`src/rtl/logic_pkg.sv`:
```
// Shared definitions for the pipelined logic unit.
//   op_t     : 3-bit opcode
//   OP_*     : opcode values (AND, OR, XOR, NAND, NOR, XNOR, NOT, NEG)
//   flags_t  : status flags derived from a result {zero, neg, par, ovf}
package logic_pkg;

  typedef logic [2:0] op_t;

  localparam op_t OP_AND  = 3'd0;
  localparam op_t OP_OR   = 3'd1;
  localparam op_t OP_XOR  = 3'd2;
  localparam op_t OP_NAND = 3'd3;
  localparam op_t OP_NOR  = 3'd4;
  localparam op_t OP_XNOR = 3'd5;
  localparam op_t OP_NOT  = 3'd6;
  localparam op_t OP_NEG  = 3'd7;

  typedef struct packed {
    logic zero;
    logic neg;
    logic par;
    logic ovf;
  } flags_t;

endpackage

```
`src/rtl/logic_core.sv`:
```
// Purely combinational bitwise / negate unit.
// Ports:
//   a, b  : WIDTH-bit operands (b unused by NOT and NEG)
//   op    : opcode (logic_pkg::op_t)
//   res   : WIDTH-bit result
//   flags : zero / neg / parity / overflow of res
module logic_core
  import logic_pkg::*;
#(
  parameter int WIDTH = 32
) (
  input  logic [WIDTH-1:0] a,
  input  logic [WIDTH-1:0] b,
  input  op_t              op,
  output logic [WIDTH-1:0] res,
  output flags_t           flags
);

  // Most-negative two's-complement value: negating it gives itself back.
  localparam logic [WIDTH-1:0] MIN_NEG = {1'b1, {(WIDTH-1){1'b0}}};

  always_comb begin
    res = '0;
    case (op)
      OP_AND:  res = a & b;
      OP_OR:   res = a | b;
      OP_XOR:  res = a ^ b;
      OP_NAND: res = ~(a & b);
      OP_NOR:  res = ~(a | b);
      OP_XNOR: res = ~(a ^ b);
      OP_NOT:  res = ~a;
      OP_NEG:  res = ~a + WIDTH'(1);
      default: res = '0;
    endcase
  end

  always_comb begin
    flags.zero = (res == '0);
    flags.neg  = res[WIDTH-1];
    flags.par  = ^res;
    flags.ovf  = (op == OP_NEG) && (a == MIN_NEG);
  end

endmodule

```
`src/rtl/logic_unit_pipe.sv`:
```
// Two-stage pipelined logic unit with valid/ready handshake on both sides.
// Ports:
//   clk, rst            : clock, synchronous active-high reset
//   in_valid/in_ready   : input handshake; in_a, in_b, in_op are the payload
//   out_valid/out_ready : output handshake; out_res plus flags are the payload
//   out_zero/neg/par/ovf: flags of out_res
//   op_count            : saturating count of completed output transfers
// Stage 1 holds operands, stage 2 holds the computed result and flags.
module logic_unit_pipe
  import logic_pkg::*;
#(
  parameter int WIDTH = 32,
  parameter int CNT_W = 16
) (
  input  logic             clk,
  input  logic             rst,
  input  logic             in_valid,
  output logic             in_ready,
  input  logic [WIDTH-1:0] in_a,
  input  logic [WIDTH-1:0] in_b,
  input  logic [2:0]       in_op,
  output logic             out_valid,
  input  logic             out_ready,
  output logic [WIDTH-1:0] out_res,
  output logic             out_zero,
  output logic             out_neg,
  output logic             out_par,
  output logic             out_ovf,
  output logic [CNT_W-1:0] op_count
);

  // Stage 1
  logic             s1_v_q, s1_v_d;
  logic [WIDTH-1:0] s1_a_q, s1_a_d;
  logic [WIDTH-1:0] s1_b_q, s1_b_d;
  op_t              s1_op_q, s1_op_d;

  // Stage 2
  logic             s2_v_q, s2_v_d;
  logic [WIDTH-1:0] s2_res_q, s2_res_d;
  flags_t           s2_flags_q, s2_flags_d;

  logic [CNT_W-1:0] cnt_q, cnt_d;

  logic             s1_adv, s2_adv;
  logic [WIDTH-1:0] core_res;
  flags_t           core_flags;

  logic_core #(.WIDTH(WIDTH)) u_core (
    .a     (s1_a_q),
    .b     (s1_b_q),
    .op    (s1_op_q),
    .res   (core_res),
    .flags (core_flags)
  );

  // A stage may load whenever it is empty or its content moves on this cycle.
  // in_ready therefore depends combinationally on out_ready.
  always_comb begin
    s2_adv = !s2_v_q || out_ready;
    s1_adv = !s1_v_q || s2_adv;
  end

  always_comb begin
    s1_v_d     = s1_v_q;
    s1_a_d     = s1_a_q;
    s1_b_d     = s1_b_q;
    s1_op_d    = s1_op_q;
    s2_v_d     = s2_v_q;
    s2_res_d   = s2_res_q;
    s2_flags_d = s2_flags_q;
    cnt_d      = cnt_q;

    if (s1_adv) begin
      s1_v_d = in_valid;
      if (in_valid) begin
        s1_a_d  = in_a;
        s1_b_d  = in_b;
        s1_op_d = in_op;
      end
    end

    // On a bubble only the valid bit clears; result and flags keep their
    // last value so the output bus does not toggle needlessly.
    if (s2_adv) begin
      s2_v_d = s1_v_q;
      if (s1_v_q) begin
        s2_res_d   = core_res;
        s2_flags_d = core_flags;
      end
    end

    if (s2_v_q && out_ready && (cnt_q != {CNT_W{1'b1}})) begin
      cnt_d = cnt_q + CNT_W'(1);
    end
  end

  always_ff @(posedge clk) begin
    if (rst) begin
      s1_v_q     <= 1'b0;
      s1_a_q     <= '0;
      s1_b_q     <= '0;
      s1_op_q    <= OP_AND;
      s2_v_q     <= 1'b0;
      s2_res_q   <= '0;
      s2_flags_q <= '0;
      cnt_q      <= '0;
    end else begin
      s1_v_q     <= s1_v_d;
      s1_a_q     <= s1_a_d;
      s1_b_q     <= s1_b_d;
      s1_op_q    <= s1_op_d;
      s2_v_q     <= s2_v_d;
      s2_res_q   <= s2_res_d;
      s2_flags_q <= s2_flags_d;
      cnt_q      <= cnt_d;
    end
  end

  assign in_ready  = s1_adv;
  assign out_valid = s2_v_q;
  assign out_res   = s2_res_q;
  assign out_zero  = s2_flags_q.zero;
  assign out_neg   = s2_flags_q.neg;
  assign out_par   = s2_flags_q.par;
  assign out_ovf   = s2_flags_q.ovf;
  assign op_count  = cnt_q;

endmodule

```
`config.mk`:
```
export PLATFORM = sky130hd
export DESIGN_NAME = logic_unit_pipe
export DESIGN_NICKNAME = d
export VERILOG_FILES = /design/src/rtl/logic_pkg.sv /design/src/rtl/logic_core.sv /design/src/rtl/logic_unit_pipe.sv
export SDC_FILE = /design/constraint.sdc
export NUM_CORES = 1
export LEC_CHECK = 0
export CORE_ASPECT_RATIO = 1.25
export CORE_MARGIN = 1
export CORE_UTILIZATION = 44
export DETAILED_ROUTE_END_ITERATION = 6
export GPL_TIMING_DRIVEN = 0
export PLACE_DENSITY = 0.72
export SYNTH_ARGS = -nofsm -noshare
export SYNTH_HDL_FRONTEND = slang
export SYNTH_SLANG_ARGS = --single-unit
```
`constraint.sdc`:
```
create_clock -name clk -period 3 [get_ports clk]
set_input_delay 0.6 -clock clk [delete_from_list [all_inputs] [get_ports clk]]
set_output_delay 0.6 -clock clk [all_outputs]
set_load 0.02 [all_outputs]
```
Word-level counts from Yosys, hierarchy flattened
Index checks and enable logic that the tools add are counted.
- register bits: 121
- bits of input ports: 71
- output and inout bits: 54
- logic and storage cells: 42
- add/sub/neg operators: 2
- equality and inequality tests: 9
- multiplexer cells: 1
- bitwise logic cells: 7
- reductions and logical operators: 12
- operators by type and width (cell ; number):
    32-bit one-hot mux with 8 select lines ; 1
    32-bit inverter ; 4
    32-bit by 1-bit adder with 32-bit output (second input constant) ; 1
    32-bit AND ; 1
    32-bit equality test (second input constant) ; 1
    32-bit logical NOT ; 1
    32-bit bitwise OR ; 1
    32-bit parity ; 1
    32-bit XOR ; 1
    16-bit by 1-bit adder with 16-bit output (second input constant) ; 1
    16-bit != test (second input constant) ; 1
    3-bit equality test (second input constant) ; 4
    3-bit by 2-bit equality test with 1-bit output (second input constant) ; 2
    2-bit AND reduction ; 2
    3-bit by 1-bit equality test with 1-bit output (second input constant) ; 1
    1-bit logical AND ; 3
    3-bit logical NOT ; 1
    1-bit logical NOT ; 2
    1-bit logical OR ; 2

Logic depth before layout (Yosys ltp)
- depth after elaboration: 4
- gate-level depth with buffers: 14
- gate-level depth less buffers: 13

By module
A second synthesis with hierarchy kept.
- cell total of the unflattened synthesis: 1204
- area total of the unflattened synthesis: 8730.9 um2
- by module, submodules not included (module ; times used ; cells an instance ; area an instance (um2) ; seq. area each (um2)):
    logic_unit_pipe ; 1 ; 558 ; 4394.2 ; 2422.3
    logic_core ; 1 ; 646 ; 4336.7 ; 0.0

Worst setup path after synthesis
Ideal clock, no wire load.
- path type: register -> register
- from: register s1_a_q[0]
- to: register s2_flags_q (netlist bit out_par)
- library setup time: 0.133 ns
- data arrival time: 2.944 ns
- required time: 2.867 ns
- slack: -0.077 ns
- stages on the path, launching flop included: 15
- path buffers: 2
- clock period less this slack: 3.077 ns
- cell sequence: dfxtp_1 inv_1 ha_1 or4b_1 clkbuf_1 clkbuf_1 nor4b_2 xnor2_1 a21oi_1 ha_1 xnor2_1 xnor2_1 xnor2_1 xnor2_1 a21oi_1
- word-level cells in the longest chain between the ends: 4
- elaborated cells between the ends (all ways): 10
- those cells by class: add/sub: 1; mux: 1; bitwise: 7; reduce/logical: 1
- RTL lines (item ; RTL line ; source):
    start, declared ; logic_unit_pipe.sv:34 ; logic [WIDTH-1:0] s1_a_q, s1_a_d;
    start signal, assigned ; logic_unit_pipe.sv:101 ; s1_a_q <= '0;
    start signal, assigned ; logic_unit_pipe.sv:110 ; s1_a_q <= s1_a_d;
    32-bit inverter (tied with other cells) ; logic_core.sv:31, logic_core.sv:32 ;
    32-bit by 1-bit adder with 32-bit output (tied with other cells) ; logic_core.sv:32 ; OP_NEG: res = ~a + WIDTH'(1);
    32-bit one-hot mux with 8 select lines * ; logic_core.sv:24 ; case (op)
    32-bit parity * ; logic_core.sv:40 ; flags.par = ^res;
    end signal, assigned ; logic_unit_pipe.sv:115 ; s2_flags_q <= s2_flags_d;
    end, declared ; logic_unit_pipe.sv:41 ; flags_t s2_flags_q, s2_flags_d;
Mark *: on every way between the ends. The rest lies on a longest branch, timed or not.
A chain may end at the register's enable or synchronous reset.

Worst setup path in the final report
- from: register s1_a_q[18]
- to: register s2_flags_q (netlist bit out_par)
Same word-level chain as after synthesis.

==> summary.txt <==
Timing
  • Min Tclk post-route: approximately 3.2 ns
  • Setup repair after global routing missed its margin: true
  • Setup-failing EPs final: 2
  • Clock skew: about 0.012 ns
  • Tcrit/Tclk final: 106%
  • Max Transition Viols Final: 0
  • Worst-margin pin slew: 0.805 ns
  • Peak Freq: 314 MHz
  • Rel. slew slack: 46.3%
  • Slack of the critical path: -0.180 ns
  • Final hold viol count: 0

CTS
  • CTS sink cnt: 120
  • CTS max path bufs: 2
  • TritonCTS clock tree: built
  • Worst-skew pair later-pin latency: about 0.43 ns
  • Clock root buffer: clkbuf_16
  • Htree depth: 4
  • Total CTS buffers: 17
  • CTS clk-pin slew, worst paths: around 0.060 ns

Synth
  • Seq/Total Area, Yosys: between 20 and 30%
  • Top_reg_cell synth: dfxtp_1
  • Yosys cell types: 86
  • Mean Syn Cell Area: just under 8 um2
  • Number of flops mapped to enable cells by yosys: 0
  • Syn nets: 1242
  • Cells after synthesis: roughly 1100
  • Yosys reg bits: between 100 and 150
  • Asr flop ratio synth: 0%
  • Synthesis Warnings: 0
  • Synthesized area: a little under 9000 um2

Run
  • Max Cap Viol: 0

Final layout
  • FF+latch area: roughly 2400 um2
  • ANT cells: 0
  • Nets: between 1000 and 1500
  • Layout area overhead: 30.6%
  • Multi-input logic area: 5940 um2
  • Final core area utilization: just under 60%
  • Share of cells above drive strength 1: 14.4%
  • Fill count: approximately 1800

GRT
  • Antenna violations before repair: 0
  • Vias in the first global route: 8821
  • All-layer global routing usage: 31.8%
  • First-pass GRT wire length: approximately 49 mm
  • Largest net degree at the start of global routing: 17
  • Global route overflow: 0

Placement
  • Pre-CTS setup slack: -1.10 ns
  • Final HPWL DP: 23.5 mm
  • GPL Wtd Cong: about 0.97
  • IO Port Bufs: 123

Floorplan
  • Die X: 127 um
  • Core box area: 19000 um2
  • Std cell rows: 56
  • Die ar.: 20200 um2
  • Die height: ~160 um
  • Ports: approximately 130
  • Initial Util: between 40% and 50%

Critical path
  • Most frequent CP cell: xnor2_1
  • Required @ worst endpoint: between 3 and 4 ns
  • Critical path type: register to register
  • Critical Path AT: between 3 and 4 ns
  • Worst-path fanout max: 8
  • Cell chain of the critical path: or4_4, or4_4, nor4_4, and4_1, a211oi_2, ha_1, xnor2_2, xnor2_1, xnor2_1, xnor2_1, a21oi_1
  • Max incr delay on CP: between 0.5 and 0.6 ns
  • R2R Setup Slk: -0.18 ns
  • Worst path bufs/invs: 0
  • Slowest cell on crit path: or4_4
  • Top delay family on crit path: simple AND/OR/NAND/NOR gates
  • Startpoint Class: register
  • Setup crit end kind: register

Route
  • Via count: between 8000 and 9000
  • Wirelength, routed: around 31 mm
  • Antenna-violating nets left: 0
  • Routed len/inst: between 20 and 25 um
  • DRT iter0 DRCs: 719
  • 1st-pass router iterations: 5
  • DRC: 0
  • Via/cell ratio: between 5 and 6

Pwr
  • Power Density: slightly below 500 nW/um2
  • Worst VDD drop: approximately 380 uV
  • Leak: about 4.3 nW

Status
  • Failing checks: setup timing
  • Status: finished with violations

Min path
  • Hold WC Path Type: register to register
repair_timing:
action | CTS | global route
hold buffers | 0 | 0
setup endpoints to repair | 10 | 2
buffers inserted | 8 | 4
pin swaps | 16 | 8
gates resized for setup | 93 | 15
placed cells by master, fill, tap and decap left out, types with 15 or more instances in the layout:
| master | instances |
|---|---|
| clkdlybuf4s50_1 | 123 |
| dfxtp_1 | 110 |
| o221ai_1 | 22 |
| clkbuf_16 | 17 |
| nor2_1 | 77 |
| clkbuf_1 | 36 |
| inv_1 | 68 |
| o21ai_0 | 23 |
| buf_4 | 25 |
| a211oi_1 | 15 |
| ha_1 | 80 |
| mux2i_1 | 22 |
| a21oi_1 | 94 |
| nand2_1 | 163 |
| nand3_1 | 15 |
| xnor2_1 | 30 |
path summary, 6_finish.rpt:
| check | depth (start not counted) | to | startpoint |
|---|---|---|---|
| hold / removal | 2 | out_zero | out_zero |
| setup reg to reg | 11 | out_par | s1_a_q[18] |
| hold reg to reg | 2 | out_zero | out_zero |
| setup / recovery | 11 | out_par | s1_a_q[18] |
registers in the layout, summed over array words and instances (netlist names):
signal and count:
s1_a_q 32, out_ovf 1, s1_v_q 1, out_res 32, s1_op_q 3, s1_b_q 32, out_par 1, op_count 16
out_zero 1, out_valid 1
kinds of logic (layout without fill, tap and decap cells):
kind of cell | count (synthesis) | after routing | synth area share (%)
and+or+nand+nor | 389 | 389 | 22.2
adders and majority gates | 82 | 82 | 11.9
xor gates and xnor gates | 38 | 38 | 3.85
muxes | 44 | 44 | 6.45
DFF | 120 | 120 | 27.8
buffers and inverters | 150 | 314 | 6.73
AOI/OAI and AO/OA | 266 | 266 | 21.2
power by group:
part | switching [W] | total [W] | internal [W]
Clock | 0.000887 | 0.00214 | 0.00126
Combinational | 0.000877 | 0.00164 | 0.000762
Sequential | 0.000118 | 0.00180 | 0.00168
Total | 0.00188 | 0.00558 | 0.00370
worst register-to-register path, stage by stage, from the launching register on:
cell and delay [ns]:
dfxtp_4 0.39, or4_4 0.58, or4_4 0.51, nor4_4 0.25
and4_1 0.25, a211oi_2 0.05, ha_1 0.34, xnor2_2 0.16
xnor2_1 0.14, xnor2_1 0.19, xnor2_1 0.14, a21oi_1 0.08
through the flow:
stage	std cells	setup TNS [ns]	power, W	area [um2]	hold slack (ns)
6_report	1514	-0.241	0.00558	11300	0.459
5_1_grt	1514	-0.461	0.00582	11300	0.479
4_1_cts	1510	-0.137	0.00555	11200	0.455
3_5_place_dp	1473	-2.34	0.00331	10200	0.447
3_3_place_gp	1473	-2.28	0.00329	10200	0.446
2_1_floorplan	1089	-0.00156	0.00281	8660	0.453
synth_stat cells (5+ instances only):
| master | instances | area [um2] |
|---|---|---|
| and3_1 | 6 | 37.5 |
| a211oi_1 | 16 | 120 |
| a31oi_1 | 8 | 50.1 |
| a22o_1 | 5 | 43.8 |
| nor2_1 | 79 | 297 |
| o21a_1 | 7 | 52.6 |
| a22oi_1 | 10 | 75.1 |
| nand3_1 | 16 | 80.1 |
| o21ai_0 | 23 | 115 |
| inv_1 | 70 | 263 |
| o22ai_1 | 7 | 43.8 |
| dfxtp_1 | 120 | 2400 |
| nor4_1 | 13 | 81.3 |
| buf_1 | 9 | 33.8 |
| nand2b_1 | 14 | 87.6 |
| mux4_2 | 8 | 180 |
| mux2_2 | 13 | 146 |
| or4_1 | 8 | 60.1 |
| nor3b_1 | 7 | 52.6 |
| clkbuf_1 | 57 | 214 |
| nand4_1 | 13 | 81.3 |
| nor2b_1 | 5 | 31.3 |
| or2_2 | 12 | 75.1 |
| or3_1 | 8 | 50.1 |
| o2bb2ai_1 | 6 | 52.6 |
| nand2_1 | 166 | 623 |
| o221ai_1 | 22 | 193 |
| and4_1 | 5 | 43.8 |
| buf_2 | 9 | 45.0 |
| ha_1 | 82 | 1030 |
| a21oi_1 | 95 | 475 |
| nor3_1 | 13 | 65.1 |
| xnor2_1 | 32 | 280 |
| mux2i_1 | 22 | 220 |
| xor2_1 | 6 | 52.6 |
routing by layer:
layer	share of wire (%)	global-route usage [%]	wire length [um]
met1	39	37.4	12300
met4	7.0	22.5	2190
met3	6.6	5.39	2070
met2	47	52.0	14700
met5	0	0	0
area by class of cell:
| type | instances | area share [%] |
|---|---|---|
| buffer | 74 | 3.52 |
| clock buffer | 17 | 3.77 |
| clock inverter | 15 | 1.60 |
| inverter | 73 | 2.47 |
| multi-input combinational | 819 | 52.6 |
| sequential | 120 | 21.4 |
| tap | 261 | 2.89 |
| timing repair buffer | 135 | 11.7 |
Note: power is estimated with default switching activity, not from simulation.
